==> src/rtl/vpack.sv <==
// Scalar-stream to vector packer: collects INT_SIZE elements into VECTOR_SIZE-lane
// vectors with one fill buffer and one output register, flushing partials on in_last.
module vpack #(
  parameter int                  VECTOR_SIZE = 16,
  parameter int                  INT_SIZE    = 16,
  parameter logic [INT_SIZE-1:0] PAD_VALUE   = '0
) (
  input  logic                                   clock,
  input  logic                                   resetn,
  input  logic [INT_SIZE-1:0]                    in_data,
  input  logic                                   in_valid,
  input  logic                                   in_last,
  output logic                                   in_ready,
  output logic [VECTOR_SIZE-1:0][INT_SIZE-1:0]   out_vec,
  output logic [VECTOR_SIZE-1:0]                 out_mask,
  output logic [$clog2(VECTOR_SIZE):0]           out_count,
  output logic                                   out_valid,
  input  logic                                   out_ready
);

  localparam int CW = $clog2(VECTOR_SIZE);
  localparam int NW = CW + 1;

  typedef enum logic {
    S_FILL,
    S_FULL
  } state_t;

  state_t                                 state_q, state_d;
  logic                                   alive_q;
  logic [NW-1:0]                          cnt_q, cnt_d;
  logic [VECTOR_SIZE-1:0][INT_SIZE-1:0]   buf_q, buf_d;
  logic [VECTOR_SIZE-1:0]                 mask_q, mask_d;
  logic [VECTOR_SIZE-1:0][INT_SIZE-1:0]   ovec_q, ovec_d;
  logic [VECTOR_SIZE-1:0]                 omask_q, omask_d;
  logic [NW-1:0]                          ocnt_q, ocnt_d;
  logic                                   ovalid_q, ovalid_d;

  logic                                   accept;
  logic                                   complete;
  logic                                   slot_free;
  logic                                   load;
  logic [VECTOR_SIZE-1:0][INT_SIZE-1:0]   merged_vec;
  logic [VECTOR_SIZE-1:0]                 merged_mask;
  logic [NW-1:0]                          merged_cnt;

  // alive_q holds in_ready low until the first edge after reset release
  assign in_ready  = alive_q && (state_q == S_FILL);
  assign out_vec   = ovec_q;
  assign out_mask  = omask_q;
  assign out_count = ocnt_q;
  assign out_valid = ovalid_q;

  always_comb begin
    accept      = in_valid && in_ready;
    complete    = accept && ((cnt_q == NW'(VECTOR_SIZE - 1)) || in_last);
    slot_free   = !ovalid_q || out_ready;

    // Fill contents including this cycle's element, so a completing element
    // can go straight to the output register without a bubble.
    merged_vec  = buf_q;
    merged_mask = mask_q;
    merged_cnt  = cnt_q;
    if (accept) begin
      merged_vec[cnt_q[CW-1:0]]  = in_data;
      merged_mask[cnt_q[CW-1:0]] = 1'b1;
      merged_cnt                 = cnt_q + NW'(1);
    end

    load    = 1'b0;
    state_d = state_q;
    unique case (state_q)
      S_FILL: begin
        if (complete) begin
          if (slot_free) load = 1'b1;
          else           state_d = S_FULL;
        end
      end
      S_FULL: begin
        if (slot_free) begin
          load    = 1'b1;
          state_d = S_FILL;
        end
      end
      default: state_d = S_FILL;
    endcase

    buf_d    = merged_vec;
    mask_d   = merged_mask;
    cnt_d    = merged_cnt;
    ovec_d   = ovec_q;
    omask_d  = omask_q;
    ocnt_d   = ocnt_q;
    ovalid_d = ovalid_q && !out_ready;

    if (load) begin
      ovec_d   = merged_vec;
      omask_d  = merged_mask;
      ocnt_d   = merged_cnt;
      ovalid_d = 1'b1;
      buf_d    = {VECTOR_SIZE{PAD_VALUE}};
      mask_d   = '0;
      cnt_d    = '0;
    end
  end

  always_ff @(posedge clock or negedge resetn) begin
    if (!resetn) begin
      state_q  <= S_FILL;
      alive_q  <= 1'b0;
      cnt_q    <= '0;
      buf_q    <= {VECTOR_SIZE{PAD_VALUE}};
      mask_q   <= '0;
      ovec_q   <= {VECTOR_SIZE{PAD_VALUE}};
      omask_q  <= '0;
      ocnt_q   <= '0;
      ovalid_q <= 1'b0;
    end else begin
      state_q  <= state_d;
      alive_q  <= 1'b1;
      cnt_q    <= cnt_d;
      buf_q    <= buf_d;
      mask_q   <= mask_d;
      ovec_q   <= ovec_d;
      omask_q  <= omask_d;
      ocnt_q   <= ocnt_d;
      ovalid_q <= ovalid_d;
    end
  end

endmodule

==> config.mk <==
export PLATFORM = sky130hd
export DESIGN_NAME = vpack
export DESIGN_NICKNAME = d
export VERILOG_FILES = /design/src/rtl/vpack.sv
export SDC_FILE = /design/constraint.sdc
export NUM_CORES = 1
export LEC_CHECK = 0
export ABC_CLOCK_PERIOD_IN_PS = 2850
export CAP_MARGIN = 20
export CORE_UTILIZATION = 30
export DETAILED_ROUTE_END_ITERATION = 8
export GPL_ROUTABILITY_DRIVEN = 0
export SLEW_MARGIN = 20
export SYNTH_ARGS = -nofsm -noshare
export SYNTH_HDL_FRONTEND = slang
export SYNTH_SLANG_ARGS = --single-unit
==> constraint.sdc <==
create_clock -name clock -period 2.85 [get_ports clock]
set_clock_uncertainty 0.2 [all_clocks]
set_input_delay 0.57 -clock clock [delete_from_list [all_inputs] [get_ports clock]]
set_output_delay 0.57 -clock clock [all_outputs]
set_load 0.02 [all_outputs]
==> results by stage, run 1 <==
Drt:
- The pre-antenna-repair detailed-routing pass consisted of 5 iterations.
- The detail route stage leaves a number of antenna-violating nets equal to 0.
- The first routing iteration left around 950 violations.
- The final wirelength is slightly above 60000 µm.
- After detailed routing, the number of remaining DRC violations is 0.
- Using the TritonRoute via totals, the vias-per-cell ratio works out to 4.58.
- Dividing the detail-routed wire length by the instance count gives 19.5 µm.
- The via count is 14400.

Yosys:
- The total nets after synthesis is around 1900.
- The average footprint of a synthesized cell is about 11 µm².
- Summed over all instances, the cell type with the most area after synthesis is sky130_fd_sc_hd__dfrtp_1.
- Of the total synthesized cell area, the portion taken by XOR and XNOR cells is 0.00124.
- Yosys attributes the largest share of cell area to sky130_fd_sc_hd__dfrtp_1 66%, sky130_fd_sc_hd__mux2i_1 12%, sky130_fd_sc_hd__o21ai_0 6.5%.
- The count of distinct cell types in the synthesized netlist is 33.
- The share of synthesized area in the top cell type comes to 0.659.
- The dominant synthesized flop cell is sky130_fd_sc_hd__dfrtp_1.
- Yosys mapped a number of flops with a built-in enable equal to 0.
- The fraction of the mapped netlist area in simple logic gates is 0.116.
- The number of flip-flops and latches in the synthesized netlist is 557.
- The proportion of synthesized flip-flops having asynchronous set or reset is 1.00.
- The share of synthesized cell area in full adder, half adder and majority cells is 0.00296.
- For this run, the number of Yosys warnings is 0.
- The main combinational cell family by area after synthesis is multiplexers.
- The portion of the post-synthesis area used by sequential elements is 0.659.
- The cell area that synthesis handed to floorplanning was 21200 µm².
- The mux share of post-synthesis cell area is 0.122.
- The compound-gate portion of the synthesized area came to 0.0671.
- The synthesized instance count is around 1800.

Clock tree:
- The maximum count of clock buffers along a single path is 3.
- CTS placed an instance of sky130_fd_sc_hd__clkbuf_16 at the clock tree root.
- Counting every sink on the clock net gives between 500 and 600.
- The clock tree from TritonCTS is built.
- Once the clock tree was built, the resizer swapped 0 gates to a different size.
- Clock tree synthesis inserted a total of just under 60 buffers.
- The level count of the clock H-tree is 2.
- The clock input transition at the sequential cells of the worst setup and hold paths is 60 ps.
- The clock insertion delay at the later pin of the skew report is roughly 620 ps.

Hold path:
- The worst hold path was traced through 2 stages.
- The path class of the tightest hold or removal check is register to register.
- In this run the most critical hold path is launched from out_count[0]$_DFFE_PN0P_.
- The worst hold path terminates at out_count[0]$_DFFE_PN0P_.

Critical path:
- The largest fanout of any net on the critical path is 51.
- The largest single stage delay on the critical path is 420 ps.
- By startpoint and endpoint, the worst setup path is classified as register to register.
- Tracing the worst setup path back leads to its startpoint at cnt_q[1]$_DFF_PN0_.
- The data arrival time of the worst path is between 2000 and 3000 ps.
- The signal on the critical path passes through ha_1 -> and3_1 -> ha_1 -> o211a_2 -> o21ai_4 -> buf_12 -> buf_12 -> o21ai_0.
- STA puts the critical path data required time at 3140 ps.
- The worst flop-to-flop path startpoint is cnt_q[1]$_DFF_PN0_.
- STA classifies the critical path endpoint as a register.
- The number of cells on the worst reg-to-reg path is 8.
- On the critical path, the stage with the largest delay is an instance of sky130_fd_sc_hd__dfrtp_1.
- The setup slack on the worst flop-to-flop path is 250 ps.
- The startpoint type of the worst setup path is a register.
- The capture instance of the worst register-to-register path is out_vec[71]$_DFFE_PN0P_.

GRT:
- For this run, the total global-route usage over all layers was measured as 0.173.
- The number of antenna violations at the first check in global routing came to 0.
- Entering global routing, the biggest net connects 73 pins.
- The global-route congestion overflow total is 0.
- The via count of the first global-routing pass is 14900.
- The first-pass GRT wire length is 92700 µm.

Cells and area:
- The final layout contains 2190 nets.
- The layout-stage area growth over the synthesis result is 31.8%.
- The area used by sequential logic in the layout is 13900 µm².
- The number of antenna cells inserted is 0.
- The leading cell type in the layout, fill and taps excluded is sky130_fd_sc_hd__dfrtp_1.
- In the layout the commonest cells are 557 x sky130_fd_sc_hd__dfrtp_1, 291 x sky130_fd_sc_hd__nor2_1, 283 x sky130_fd_sc_hd__clkdlybuf4s50_1, 281 x sky130_fd_sc_hd__nand2_1, 273 x sky130_fd_sc_hd__o21ai_0.
- In the final layout, the multi-input gates occupy 6570 µm².
- The proportion of layout cells with a drive suffix above 1 is 0.101.
- The fill cell instance count of the final layout is 6657.

STA:
- The highest achievable clock rate is a little under 0.4 GHz.
- The smallest hold slack is approximately 280 ps.
- The final setup slack of the worst path is 249 ps.
- The total setup violations reported at the end of the flow is 0.
- For the final routed database, the setup TNS stands at 0 ps.
- The final period demand of the worst path is 2600 ps.
- The final critical-path share of the clock period is 0.913.
- Setup repair after global routing left no endpoint under its margin.
- The count of final hold-check violations was 0.
- For the pin with the worst max-slew slack, the measured transition is 854 ps.
- The number of pins exceeding their max-slew limit in the final report is 0.
- The relative slew slack is 0.431.

Power:
- The power density over the cells is 789 nW/µm².
- The leakage power of the design is 13.0 nW.
- IR analysis of the VDD net gives a maximum drop of 0.000439 V.

Place:
- The number of port buffers is 299.
- Detailed placement ended at an HPWL of approximately 39000 µm.
- The worst slack at placement is about 200 ps.

Die:
- The die covers approximately 70000 µm².
- The effective utilization at floorplan is 0.306.
- The width of the chip is about 270 µm.
- The height of the chip is approximately 270 µm.
- In this run the core area contains 96 standard-cell rows.
- The core region area is 69200 µm².
- The I/O pin total is 300.

Job:
- The total of max-cap violations is 0.

Outcome:
- The flow ran to the end, and the final reports show no timing, DRC or antenna violations.
==> cell type report <==
type                            instances  share of cell area
Clock buffer                           85              0.0623
Clock inverter                         24             0.00938
Inverter                                3            0.000404
Multi-Input combinational cell       1152               0.236
Sequential cell                       557               0.500
Tap cell                              931              0.0418
Timing Repair Buffer                  391               0.150
==> synthesized netlist by cell type, types with 5 or more instances <==
| cell | count |
|---|---|
| sky130_fd_sc_hd__buf_2 | 44 |
| sky130_fd_sc_hd__nor2_4 | 9 |
| sky130_fd_sc_hd__ha_1 | 5 |
| sky130_fd_sc_hd__o21ai_0 | 273 |
| sky130_fd_sc_hd__nor2_1 | 291 |
| sky130_fd_sc_hd__nor2b_1 | 5 |
| sky130_fd_sc_hd__o21ai_1 | 5 |
| sky130_fd_sc_hd__buf_4 | 15 |
| sky130_fd_sc_hd__clkbuf_1 | 69 |
| sky130_fd_sc_hd__nand2_1 | 281 |
| sky130_fd_sc_hd__mux2i_1 | 257 |
| sky130_fd_sc_hd__buf_6 | 5 |
| sky130_fd_sc_hd__dfrtp_1 | 557 |
==> report_power, final <==
group          switching [mW]  internal [mW]  leakage [nW]  total, mW
Clock                    3.20           4.59         0.982       7.80
Sequential              0.649           9.12          7.68       9.77
Combinational            2.54           1.88          4.35       4.43
==> worst max-delay path: cells and delay by family, from the launching register on <==
kind,cells,cell delay (ps)
and+or+nand+nor,1,220
adders and majority gates,2,440
buffers and inverters,2,440
AOI/OAI and AO/OA,3,720
DFF,1,420
==> flip-flops by register name (all words and copies together), names as in the netlist <==
| signal | flops |
|---|---|
| alive_q | 1 |
| buf_q | 256 |
| cnt_q | 5 |
| mask_q | 16 |
| out_count | 5 |
| out_mask | 16 |
| out_valid | 1 |
| out_vec | 256 |
| state_q | 1 |
==> routing by layer <==
metal | vias up | track usage | wire length (µm) | part of all wire
li1 | 6714 | - | - | -
met1 | 7263 | 0.225 | 26700 | 0.44
met2 | 325 | 0.291 | 30000 | 0.49
met3 | 99 | 0.0306 | 2710 | 0.044
met4 | 0 | 0.0556 | 1790 | 0.029
met5 | - | 0 | 0 | 0
==> stage by stage <==
step / utilization / instance area (µm²) / total power [mW] / std cells
after floorplan: - / 21200 / 12.0 / 1848
after global placement: 0.374 / 25900 / 14.3 / 3033
after detailed placement: 0.374 / 25900 / 14.4 / 3033
after CTS: 0.403 / 27900 / 22.3 / 3143
after global routing: 0.403 / 27900 / 23.1 / 3143
final: 0.403 / 27900 / 22.0 / 3143
==> worst max path at each step <==
stage,slack (ps),cells past startpoint,to
after global routing,90,9,out_vec[191]$_DFFE_PN0P_
after floorplan,430,10,out_vec[12]$_DFFE_PN0P_
after CTS,230,2,in_ready
after detailed placement,200,7,out_vec[129]$_DFFE_PN0P_
final,250,8,out_vec[71]$_DFFE_PN0P_
after global placement,180,7,out_vec[130]$_DFFE_PN0P_
==> cells by family (layout without fill, tap and decap cells) <==
kind of cell,Yosys count,after routing
and+or+nand+nor,604,604
adders and majority gates,5,5
buffers and inverters,139,503
other,1,1
DFF,557,557
AOI/OAI and AO/OA,282,282
muxes,257,257
xor gates and xnor gates,3,3
==> what timing repair did <==
action / 4_1_cts / 5_1_grt
buffers inserted: 0 / 0
hold buffers: 1 / 0
hold endpoints to repair: 45 / 0
(Power assumes the default switching activity.)
==> inputs of run 2 (changes only) <==
--- a/config.mk
+++ b/config.mk
@@ -8,6 +8,7 @@
 export ABC_CLOCK_PERIOD_IN_PS = 2850
 export CAP_MARGIN = 20
 export CORE_UTILIZATION = 30
+export CTS_BUF_LIST = sky130_fd_sc_hd__clkbuf_8
 export DETAILED_ROUTE_END_ITERATION = 8
 export GPL_ROUTABILITY_DRIVEN = 0
 export SLEW_MARGIN = 20
==> run 2 against run 1 <==
- die area unchanged
- non-clock buffer count is the same
- clock-buffer cell count rose by 32
- via count is 1.7% higher
- critical path type is now register to output pin
- critical endpoint is now in_ready
- largest cell class unchanged
- highest routed layer unchanged
==> results by stage, run 2 (synthesized netlist as in run 1, its figures left out) <==
STA:
- The highest achievable clock rate is 0.383 GHz (-0.45%).
- The setup TNS is 0 ps (unchanged).
- The final period demand of the worst path is 2610 ps (+11.9 ps).
- The number of pins exceeding their max-slew limit in the final report is 0 (unchanged).
- The total setup violations reported at the end of the flow is 0 (unchanged).
- The slew at the pin closest to its max-slew limit is 845 ps (-8.68 ps).
- The relative slew slack is 0.437 (+0.00579).
- The final critical-path share of the clock period came to 0.917 (+0.00417).
- The count of final hold-check violations is 0 (unchanged).
- Setup repair after global routing left no endpoint under its margin.

Die:
- The row count is 96 (unchanged).
- The floorplan die area is 71600 µm² (unchanged).
- The width of the chip came to 268 µm (unchanged).
- The effective utilization at floorplan was 0.306 (unchanged).
- The I/O pin total is 300 (unchanged).
- The height of the chip came to 268 µm (unchanged).
- The core region area is 69200 µm² (unchanged).

Cells and area:
- The number of standard cells in the final layout excluding fillers was 3199 (+1.8%).
- The post-layout net count came to 2226 (+1.6%).
- In the layout the commonest cells are 557 x sky130_fd_sc_hd__dfrtp_1, 291 x sky130_fd_sc_hd__nor2_1, 283 x sky130_fd_sc_hd__clkdlybuf4s50_1, 281 x sky130_fd_sc_hd__nand2_1, 273 x sky130_fd_sc_hd__o21ai_0.
- The total non-filler cell area in the finished layout is 27800 µm² (-0.25%).
- The proportion of layout cells with a drive suffix above 1 is 0.116 (+0.0152).
- Leaving out fill and tap cells, the most frequent cell in the layout is sky130_fd_sc_hd__dfrtp_1.
- The area growth from synthesis to layout is 31.4%.
- The final cell utilization of the core was 0.402 (-0.00101).

Power:
- The leakage power of the design is 13.1 nW (+0.75%).
- The power density over the cells came to 771 nW/µm² (-2.2%).
- The switching power is 6.46 mW (+0.96%).
- The share of total power in combinational logic was 0.206 (+0.005).
- The power share of the clock group is 0.338 (-0.017).
- The switching portion of total power is 0.301 (+0.0103).
- The internal power is 15.0 mW (-3.9%).
- The sequential cell fraction of total power is 0.456 (+0.012).
- The maximum vdd drop is 0.000373 V (-15%).

Critical path:
- The setup path with the least slack is of type register to output pin.
- Walking the worst path, the cells encountered are nor2b_1 -> clkdlybuf4s50_1.
- The setup slack on the worst flop-to-flop path is 240 ps (about the same).
- The category of the worst setup path capture point is an output pin.
- The startpoint type of the worst setup path is a register.
- The data required time at the worst endpoint is 2080 ps (-1060 ps).
- The data arrival time of the worst path came to 1840 ps (-1050 ps).
- The largest fanout of any net on the critical path is 2 (-96%).
- The largest stage delay on the critical path was 670 ps (+250 ps).
- The master of the slowest instance on the critical path is sky130_fd_sc_hd__clkdlybuf4s50_1.

Clock tree:
- The master cell of the clock root buffer is sky130_fd_sc_hd__clkbuf_8.
- The clock insertion delay at the later pin of the skew report was 670 ps (+50 ps).
- The clock input transition at the sequential cells of the worst setup and hold paths is 60 ps (about the same).
- The total clock buffers created by CTS is 95 (+61%).
- The number of clock sinks seen by CTS is 557 (unchanged).
- The level count of the clock H-tree is 3 (+1).
- The post-cts sizing count came to 0 (unchanged).
- TritonCTS built the clock tree.
- The maximum count of clock buffers along a single path is 3 (unchanged).

Drt:
- The iteration count of the initial detailed-routing pass is 5 (unchanged).
- The vias per cell was 4.58 (-0.11%).
- The wire length per cell came to 19.3 µm (-1.1%).
- The final wirelength came to 61700 µm (+0.69%).
- The remaining number of nets flagged by the antenna check after routing is 0 (unchanged).
- The iteration-0 DRC count of the detailed router is 820 (-14%).
- The number of DRC violations after detailed routing was 0 (unchanged).
- The via count is 14600 (+1.7%).

Place:
- The number of port buffers is 299 (unchanged).
- The post-place instance area is 25900 µm² (unchanged).
- The placed wire-length estimate is 39200 µm (unchanged).
- The number of placed instances with taps included is 3033 (unchanged).

Outcome:
- The run finished with clean final reports.

Job:
- The total of max-cap violations is 0 (unchanged).

GRT:
- The via count of the first global-routing pass is 15200 (+1.7%).
- The pin count of the biggest net entering global routing came to 73 (unchanged).
- The global-route congestion overflow total was 0 (unchanged).
- The number of antenna violations at the first check in global routing is 1 (+1).
- The global-route total usage across every layer is 0.175 (+0.00169).
- The first-pass GRT wire length is 93200 µm (+0.48%).

Hold path:
- The class of the most critical hold timing path is input port to register.
[run 2: cell count changes in the layout (fill, tap and decap cells not counted), sizes merged]
cell and delta:
clkbuf +32, inv +28, clkinv -6, clkinvlp +2, bufinv -1, diode +1
[run 2: worst paths after layout]
kind | end | from | cells past startpoint
setup / recovery | in_ready | state_q$_DFF_PN0_ | 2
hold / removal | buf_q[233]$_DFF_PN0_ | in_data[9] | 4
setup reg to reg | out_vec[71]$_DFFE_PN0P_ | cnt_q[1]$_DFF_PN0_ | 8
hold reg to reg | out_vec[15]$_DFFE_PN0P_ | out_vec[15]$_DFFE_PN0P_ | 2
max in group asynchronous | buf_q[233]$_DFF_PN0_ | resetn | 3
min in group asynchronous | out_vec[155]$_DFFE_PN0P_ | resetn | 2
[run 2: worst max-delay path: cells and delay by family, from the launching register on]
kind / cells / cell delay [ps]
buffers and inverters: 1 / 670
flip-flops: 1 / 370
AND/OR/NAND/NOR: 1 / 130
[run 2: routing by layer]
layer	wire length [µm]	global-route usage	vias up
met3	2720	0.0314	86
li1	-	-	6798
met1	27100	0.226	7425
met4	1400	0.0585	0
met5	0	0	-
met2	30400	0.293	333
[run 2: area by class of cell]
class	count	area, µm²
multi-input cells	1152	6570
repair buffers	391	4190
well taps	931	1160
fillers	6691	41400
diodes	1	2.50
flip-flops and latches	557	13900
clock inverters	47	314
inverters	3	11.3
clock buffers	117	1610
[run 2: metrics by stage]
step | setup WS, ps | power, mW | hold slack, ps
final | 237 | 21.4 | 264
after global routing | 76.2 | 22.5 | 223
after CTS | 145 | 21.8 | 184
after detailed placement | 197 | 14.4 | 269
after global placement | 181 | 14.3 | 261
after floorplan | 435 | 12.0 | 74.4
[run 2: power by group through the flow]
stage	clock [mW]	sequential, mW	combinational, mW
after CTS	7.50	9.79	4.50
after global placement	0	9.89	4.39
after floorplan	0	10.5	1.51
after detailed placement	0	9.92	4.48
after global routing	7.82	9.89	4.84
final	7.25	9.77	4.43
[run 2: what timing repair did]
action / 4_1_cts / 5_1_grt
buffers inserted: 0 / 0
hold buffers: 1 / 0
hold endpoints to repair: 45 / 0
